===== src/rtl/vga_timing_pkg.sv =====
// Shared timing constants, widths and FSM states for the VGA sync receiver.
// Defaults describe the 800x600 @ 60 Hz mode (40 MHz pixel clock).
package vga_timing_pkg;

  localparam int XW = 11;
  localparam int YW = 10;

  localparam int H_TOTAL  = 1056;
  localparam int H_ACTIVE = 800;
  localparam int H_RISE_X = 841;
  localparam int H_FALL_X = 969;
  localparam int V_TOTAL  = 628;
  localparam int V_ACTIVE = 600;
  localparam int V_RISE_Y = 601;
  localparam int V_RISE_X = 2;

  localparam logic [7:0] ERR_MAX = 8'hff;

  typedef enum logic [1:0] {
    SEARCH = 2'd0,
    ALIGN  = 2'd1,
    LOCKED = 2'd2
  } state_t;

endpackage


===== src/rtl/sync_edge_det.sv =====
// One-register edge detector for a sync input already in the clk domain.
// rise/fall are valid in the same cycle the input changes.
module sync_edge_det (
  input  logic clk,
  input  logic rst,
  input  logic d,
  output logic rise,
  output logic fall
);

  logic q;

  always_ff @(posedge clk or negedge rst) begin
    if (!rst) q <= 1'b0;
    else      q <= d;
  end

  assign rise = d & ~q;
  assign fall = ~d & q;

endmodule


===== src/rtl/vga_sync_rx.sv =====
// Recovers x/y/de from h_sync/v_sync and tracks timing lock.
// Counters free-run and are snapped onto the source at sync rises.
module vga_sync_rx #(
  parameter int H_TOTAL  = vga_timing_pkg::H_TOTAL,
  parameter int H_ACTIVE = vga_timing_pkg::H_ACTIVE,
  parameter int H_RISE_X = vga_timing_pkg::H_RISE_X,
  parameter int H_FALL_X = vga_timing_pkg::H_FALL_X,
  parameter int V_TOTAL  = vga_timing_pkg::V_TOTAL,
  parameter int V_ACTIVE = vga_timing_pkg::V_ACTIVE,
  parameter int V_RISE_Y = vga_timing_pkg::V_RISE_Y,
  parameter int V_RISE_X = vga_timing_pkg::V_RISE_X
) (
  input  logic                         clk,
  input  logic                         rst,
  input  logic                         h_sync,
  input  logic                         v_sync,
  output logic [vga_timing_pkg::XW-1:0] x,
  output logic [vga_timing_pkg::YW-1:0] y,
  output logic                         de,
  output logic                         locked,
  output logic                         sync_err,
  output logic [7:0]                   err_cnt
);

  import vga_timing_pkg::*;

  localparam logic [XW-1:0] X1  = XW'(1);
  localparam logic [XW-1:0] HT  = XW'(H_TOTAL);
  localparam logic [XW-1:0] HA  = XW'(H_ACTIVE);
  localparam logic [XW-1:0] HR  = XW'(H_RISE_X);
  localparam logic [XW-1:0] HF  = XW'(H_FALL_X);
  localparam logic [XW-1:0] HR1 = XW'(H_RISE_X + 1);
  localparam logic [XW-1:0] VX  = XW'(V_RISE_X);
  localparam logic [XW-1:0] VX1 = XW'(V_RISE_X + 1);
  localparam logic [YW-1:0] Y1  = YW'(1);
  localparam logic [YW-1:0] VT  = YW'(V_TOTAL);
  localparam logic [YW-1:0] VA  = YW'(V_ACTIVE);
  localparam logic [YW-1:0] VR  = YW'(V_RISE_Y);

  logic          h_rise;
  logic          h_fall;
  logic          v_rise;
  logic          unused_v_fall;
  logic [XW-1:0] x_nx;
  logic [YW-1:0] y_nx;
  logic          h_err;
  logic          v_err;
  logic          err;
  logic          de_nx;
  state_t        state;
  state_t        state_nx;

  sync_edge_det u_h_edge (
    .clk  (clk),
    .rst  (rst),
    .d    (h_sync),
    .rise (h_rise),
    .fall (h_fall)
  );

  sync_edge_det u_v_edge (
    .clk  (clk),
    .rst  (rst),
    .d    (v_sync),
    .rise (v_rise),
    .fall (unused_v_fall)
  );

  // A missing or misplaced edge both show up as a mismatch here.
  assign h_err = (h_rise ^ (x == HR)) | (h_fall ^ (x == HF));
  assign v_err = v_rise ^ ((y == VR) & (x == VX));

  always_comb begin
    x_nx = (x == HT) ? X1 : x + X1;
    y_nx = y;
    if (x == HT) y_nx = (y == VT) ? Y1 : y + Y1;
    if (v_rise) begin
      x_nx = VX1;
      y_nx = VR;
    end else if (h_rise) begin
      x_nx = HR1;
    end
  end

  always_comb begin
    state_nx = state;
    err      = 1'b0;
    unique case (state)
      SEARCH: begin
        if (v_rise) state_nx = ALIGN;
      end
      ALIGN: begin
        if (h_err || v_err) begin
          state_nx = SEARCH;
          err      = 1'b1;
        end else if (v_rise) begin
          state_nx = LOCKED;
        end
      end
      LOCKED: begin
        if (h_err || v_err) begin
          state_nx = SEARCH;
          err      = 1'b1;
        end
      end
      default: state_nx = SEARCH;
    endcase
  end

  assign de_nx = (state_nx == LOCKED)
               & (x_nx >= X1) & (x_nx <= HA)
               & (y_nx >= Y1) & (y_nx <= VA);

  always_ff @(posedge clk or negedge rst) begin
    if (!rst) begin
      x        <= X1;
      y        <= Y1;
      state    <= SEARCH;
      locked   <= 1'b0;
      de       <= 1'b0;
      sync_err <= 1'b0;
      err_cnt  <= 8'd0;
    end else begin
      x        <= x_nx;
      y        <= y_nx;
      state    <= state_nx;
      locked   <= (state_nx == LOCKED);
      de       <= de_nx;
      sync_err <= err;
      if (err && (err_cnt != ERR_MAX))
        err_cnt <= err_cnt + 8'd1;
    end
  end

endmodule


===== config.mk =====
export PLATFORM = sky130hd
export DESIGN_NAME = vga_sync_rx
export DESIGN_NICKNAME = d
export VERILOG_FILES = /design/src/rtl/vga_timing_pkg.sv /design/src/rtl/sync_edge_det.sv /design/src/rtl/vga_sync_rx.sv
export SDC_FILE = /design/constraint.sdc
export NUM_CORES = 1
export LEC_CHECK = 0
export ABC_AREA = 1
export CORE_ASPECT_RATIO = 2
export CORE_MARGIN = 1.5
export CORE_UTILIZATION = 55
export DETAILED_ROUTE_END_ITERATION = 8
export PLACE_DENSITY = 0.8
export SETUP_SLACK_MARGIN = 0.05
export SYNTH_ARGS = -nofsm -noshare
export SYNTH_HDL_FRONTEND = slang
export SYNTH_SLANG_ARGS = --single-unit

===== constraint.sdc =====
create_clock -name clk -period 5.6 [get_ports clk]
set_clock_uncertainty 0.2 [all_clocks]
set_input_delay 0.84 -clock clk [delete_from_list [all_inputs] [get_ports clk]]
set_output_delay 0.84 -clock clk [all_outputs]
set_load 0.005 [all_outputs]

==> results of run 1 <==
==> kinds of logic after synthesis <==
| logic type | synth area share |
|---|---|
| and+or+nand+nor | 0.396 |
| buffers and inverters | 0.109 |
| DFF | 0.357 |
| AOI/OAI and AO/OA | 0.0430 |
| adders and majority gates | 0.0643 |
| xor gates and xnor gates | 0.0312 |
==> state kept, by name (all words and copies together) (netlist names) <==
signal / count
x: 11
y: 10
err_cnt: 8
state: 2
de: 1
locked: 1
sync_err: 1
u_h_edge.q: 1
u_v_edge.q: 1
==> metrics by stage <==
stage          instances  utilization  hold WS (ns)  setup WS [ns]  instance area, um2
4_1_cts              448        0.681         0.322           2.77                2990
2_1_floorplan        359            -         0.296           3.34                2530
6_report             448        0.681         0.328           2.74                2990
3_5_place_dp         441        0.659         0.310           2.46                2890
5_1_grt              448        0.681         0.360           2.54                2990
3_3_place_gp         441        0.659         0.294           2.53                2890
==> path summary, 6_finish.rpt <==
path	start	end	slack [ns]	cells after the start
worst max-delay path	v_sync	de	2.74	13
worst min-delay path	err_cnt[4]	err_cnt[4]	0.33	1
worst max register to register	x[1]	de	3.15	12
worst min register to register	err_cnt[4]	err_cnt[4]	0.33	1
max in group asynchronous	rst	state[0]	4.23	1
min in group asynchronous	rst	y[1]	0.44	1
==> placed cells by master, fill, tap and decap left out, drive strengths merged <==
master,synthesis,layout
a21boi,1,1
a21o,1,1
a21oi,8,8
buf,7,1
clkbuf,0,7
clkdlybuf4s50,0,34
dfrtp,34,34
dfstp,2,2
ha,13,13
inv,59,59
nand2,104,104
nand3,41,41
nand3b,3,3
nand4,19,19
nor2,46,46
nor3,1,1
nor3b,1,1
o21ai,7,7
or2,3,3
xnor2,4,4
xor2,5,5
==> power by group <==
group	switching, mW	total (mW)	leakage (nW)	internal [mW]
clock	0.0936	0.203	0.0503	0.110
combinational	0.137	0.267	1.10	0.130
sequential	0.0508	0.352	0.442	0.301
==> routing by layer <==
metal | global-route usage | vias up | wire length [um] | share of wire
met1 | 0.270 | 1100 | 2230 | 0.35
met2 | 0.521 | 81 | 3620 | 0.56
met4 | 0.181 | 0 | 349 | 0.054
met5 | 0 | - | 0 | 0
li1 | - | 1197 | - | -
met3 | 0.0455 | 26 | 213 | 0.033
==> cell type report <==
cell class	instances	area, um2
fillers	390	1400
inverters	59	221
flip-flops and latches	36	903
multi-input cells	257	1350
repair buffers	35	345
clock buffers	7	96.3
well taps	54	67.6
==> impl_metrics.py, run 1 <==
metrics = {
    "die": {
        "fp.dieArea_um2": 5040,
        "rows": 34,
        "io_pins": 36,
        "fp.dieH_um": 98.9,
        "core_um2": 4380,
        "start_util": 0.577,
        "dieWidth_um": 51.0,
    },
    "clock_network": {
        "root_buffer": "clkbuf_8",
        "post_cts_buffers": 0,
        "htreeDepth": 2,
        "cts.sinks": 36,
        "clk_pin_slew_ns": 0.07,
        "tritoncts": "done",
        "cts_max_path_buffers": 2,
        "cts_buffers": 5,
        "insertion_delay_ns": 0.30,
        "cts_resized": 0,
        "postCtsHoldBufs": 0,
    },
    "timing": {
        "worst_slew_pin_slew_ns": 0.835,
        "finalCritPeriodShare": 0.511,
        "setup_violations": 0,
        "relSlewSlack": 0.443,
        "hold_viol": 0,
        "clock.fmax_mhz": 350,
        "period_minus_slack_ns": 2.86,
        "rsz0062_at_grt": "false",
        "finalSetupTns_ns": 0,
        "slew_viol_final": 0,
    },
    "logic_synthesis": {
        "syn_area_um2": 2530,
        "async_flop_share": 1.00,
        "yosysMostFrequentCell": "nand2_1",
        "synth_top_area_frac": 0.336,
        "syn_inst": 359,
        "syn_nets": 376,
        "yosysUniqueCellTypes": 28,
        "synth_seq_area_share": 0.357,
        "synth_edf_count": 0,
        "syn_area_per_cell_um2": 7.05,
        "synth_common_cells": "nand2_1 (102), inv_1 (52), nand3_1 (39)",
        "synthTopCellsByArea": "dfrtp_1 (34%), nand2_1 (15%), nand3_1 (7.7%)",
        "synth_top_area_cell": "dfrtp_1",
        "synthFlopType": "dfrtp_1",
        "ys_ff_latch": 36,
        "yosysWarnings": 0,
    },
    "power": {
        "p_total_mw": 0.822,
        "worst_ir_drop_vdd_mv": 0.276,
        "leakagePower_nw": 1.59,
        "p_per_area_nw_per_um2": 275,
    },
    "detailed_routing": {
        "final_antenna_net_count": 0,
        "wl_per_cell_um": 14.3,
        "viasPerCell": 5.37,
        "vias": 2404,
        "drc_errors": 0,
        "firstDrtPassIters": 5,
        "routed_wl_mm": 6.41,
        "drt_iter0_drc": 72,
    },
    "setup_path": {
        "critical_path_required_ns": 5.63,
        "critical-path-top-delay-family": "simple AND/OR/NAND/NOR gates",
        "path_cells": "clkdlybuf4s50_1 -> inv_1 -> or2_1 -> nand2_1 -> nor2_2 -> nand3_1 -> nand2_1 -> nor2_1 -> nand3_1 -> nand2_1 -> nor2_1 -> nand3_1 -> nor2_1",
        "start_kind": "primary input",
        "end_kind": "flop",
        "max_stage_delay_ns": 0.44,
        "cp_slowest_cell": "or2_1",
        "path_class": "primary input to flop",
        "crit_fanout": 16,
        "worst_ep_arrival_time_ns": 2.89,
        "path_buf_inv": 2,
    },
    "status": {
        "status": "complete, no violations",
    },
    "final_layout": {
        "fin_nets": 411,
        "area_delta_synth_final_pct": 18.0,
        "layout-drive-gt1-share": 0.0939,
        "diodes": 0,
    },
    "grt": {
        "grt_pass1_vias": 2387,
        "grt_pass1_wl_mm": 10.6,
        "antenna_found_initial": 0,
        "grt.overflow.total": 0,
        "grt.total_usage": 0.281,
        "grt_max_degree": 37,
    },
    "place": {
        "port_buffers": 35,
        "place_congestion": 0.904,
        "dp_hpwl_mm": 4.92,
    },
    "hold_path": {
        "hold_path_class": "flop to flop",
    },
    "flow_run": {
        "drv_cap": 0,
    },
}
(Power assumes the default switching activity.)
==> run 2: changes to the inputs <==
==> constraint.sdc (replaced) <==
create_clock -name clk -period 2.8 [get_ports clk]
set_clock_uncertainty 0.2 [all_clocks]
set_input_delay 0.42 -clock clk [delete_from_list [all_inputs] [get_ports clk]]
set_output_delay 0.42 -clock clk [all_outputs]
set_load 0.005 [all_outputs]
==> impl_metrics.py, run 2 (synthesized netlist as in run 1, its figures left out) <==
metrics = {
    "final_layout": {
        "largest_reg_flops": 11,
        "most-common-layout-cells": "nand2_1 (102), inv_1 (52), nand3_1 (39)",
        "largest-register": "x",
        "area_delta_synth_final_pct": 19.0,
        "fin_nets": 413,
        "layout-drive-gt1-share": 0.0982,
        "diodes": 0,
        "reg_top3": "x (11), y (10), err_cnt (8)",
        "post-route-util": 0.687,
        "final_common_cell": "nand2_1",
    },
    "timing": {
        "worst_slew_pin_slew_ns": 0.792,
        "slew_viol_final": 0,
        "finalCritPeriodShare": 0.852,
        "rsz0062_at_grt": "false",
        "hold_viol": 0,
        "setup_violations": 0,
        "relSlewSlack": 0.472,
        "clock.fmax_mhz": 419,
        "finalSetupTns_ns": 0,
        "period_minus_slack_ns": 2.38,
    },
    "setup_path": {
        "timing.rr.end": "de",
        "end_kind": "flop",
        "r2r_slack_ns": 0.42,
        "rr_worst_depth": 13,
        "r2r_start": "x[1]",
        "critical_path_required_ns": 2.78,
        "crit_fanout": 15,
        "start_kind": "flop",
        "worst_ep_arrival_time_ns": 2.37,
        "path_class": "flop to flop",
    },
    "place": {
        "port_buffers": 35,
        "dp_hpwl_mm": 4.74,
        "place_congestion": 0.919,
    },
    "grt": {
        "antenna_found_initial": 0,
        "grt_max_degree": 37,
        "grt.overflow.total": 0,
        "grt_pass1_wl_mm": 10.2,
        "grt_pass1_vias": 2373,
        "grt.total_usage": 0.267,
    },
    "die": {
        "rows": 34,
        "dieWidth_um": 51.0,
        "fp.dieH_um": 98.9,
        "start_util": 0.577,
        "io_pins": 36,
        "core_um2": 4380,
        "fp.dieArea_um2": 5040,
    },
    "clock_network": {
        "cts_resized": 0,
        "tritoncts": "done",
        "htreeDepth": 2,
        "cts_max_path_buffers": 2,
        "cts_buffers": 5,
        "cts.sinks": 36,
        "postCtsHoldBufs": 0,
        "clk_pin_slew_ns": 0.07,
        "root_buffer": "clkbuf_8",
        "insertion_delay_ns": 0.29,
        "post_cts_buffers": 0,
    },
    "power": {
        "p_per_area_nw_per_um2": 563,
        "intPower_mw": 1.13,
        "switching_share": 0.334,
        "worst_ir_drop_vdd_mv": 0.543,
        "switching_power_mw": 0.567,
        "p_clk_frac": 0.268,
        "comb_power_share": 0.318,
        "seqPwrFrac": 0.415,
        "leakagePower_nw": 1.60,
    },
    "hold_path": {
        "hold_path_class": "primary input to asynchronous set/reset pin",
    },
    "detailed_routing": {
        "final_antenna_net_count": 0,
        "wl_per_cell_um": 13.8,
        "vias": 2415,
        "drt_iter0_drc": 67,
        "routed_wl_mm": 6.22,
        "firstDrtPassIters": 4,
        "drc_errors": 0,
        "viasPerCell": 5.35,
    },
    "status": {
        "status": "complete, no violations",
    },
    "flow_run": {
        "drv_cap": 0,
    },
}
-- run 2: power by group through the flow --
stage | sequential (mW) | combinational, mW | clock (mW)
final | 0.704 | 0.539 | 0.455
after floorplan | 0.697 | 0.314 | 0
after global placement | 0.709 | 0.529 | 0
after CTS | 0.702 | 0.546 | 0.465
after detailed placement | 0.710 | 0.541 | 0
after global routing | 0.715 | 0.609 | 0.482
-- run 2: layer usage --
metal | part of all wire | vias up | global-route usage
li1 | - | 1195 | -
met1 | 0.36 | 1128 | 0.266
met2 | 0.56 | 70 | 0.495
met3 | 0.037 | 22 | 0.0364
met4 | 0.043 | 0 | 0.160
met5 | 0 | - | 0
-- run 2: how the worst max path moves through the flow --
stage / slack (ns) / startpoint / end / cells past startpoint
2_1_floorplan: 0.73 / x[0] / de / 13
3_3_place_gp: 0.21 / v_sync / de / 13
6_report: 0.42 / x[1] / de / 13
5_1_grt: 0.17 / x[1] / de / 13
4_1_cts: 0.43 / x[1] / de / 13
3_5_place_dp: 0.19 / v_sync / de / 13
-- run 2: metrics by stage --
step           hold WS, ns  cells  total power, mW  cell area [um2]  worst slack, ns
2_1_floorplan      -0.0756    359             1.01             2530            0.730
3_3_place_gp         0.315    443             1.24             2900            0.207
3_5_place_dp         0.315    443             1.25             2900            0.187
4_1_cts             0.0438    451             1.71             3010            0.427
5_1_grt             0.0910    451             1.81             3010            0.174
6_report            0.0157    451             1.70             3010            0.416
-- run 2: layout make-up --
class / instances / area (um2)
Inverter: 59 / 221
Timing Repair Buffer: 37 / 360
Clock buffer: 6 / 72.6
Clock inverter: 2 / 35.0
Fill cell: 381 / 1370
Tap cell: 54 / 67.6
Multi-Input combinational cell: 257 / 1350
Sequential cell: 36 / 903
-- run 2: worst max-delay path: stages, from the launching register on --
cell      delay (ns)
dfrtp_1         0.47
inv_1           0.11
ha_1            0.15
nand4_1         0.17
nor2_4          0.39
nand3b_1        0.19
nand3_1         0.13
nand2_1         0.07
inv_1           0.06
nand2_1         0.05
nand2_1         0.06
nand2_1         0.05
a21oi_1         0.14
nor2_1          0.06
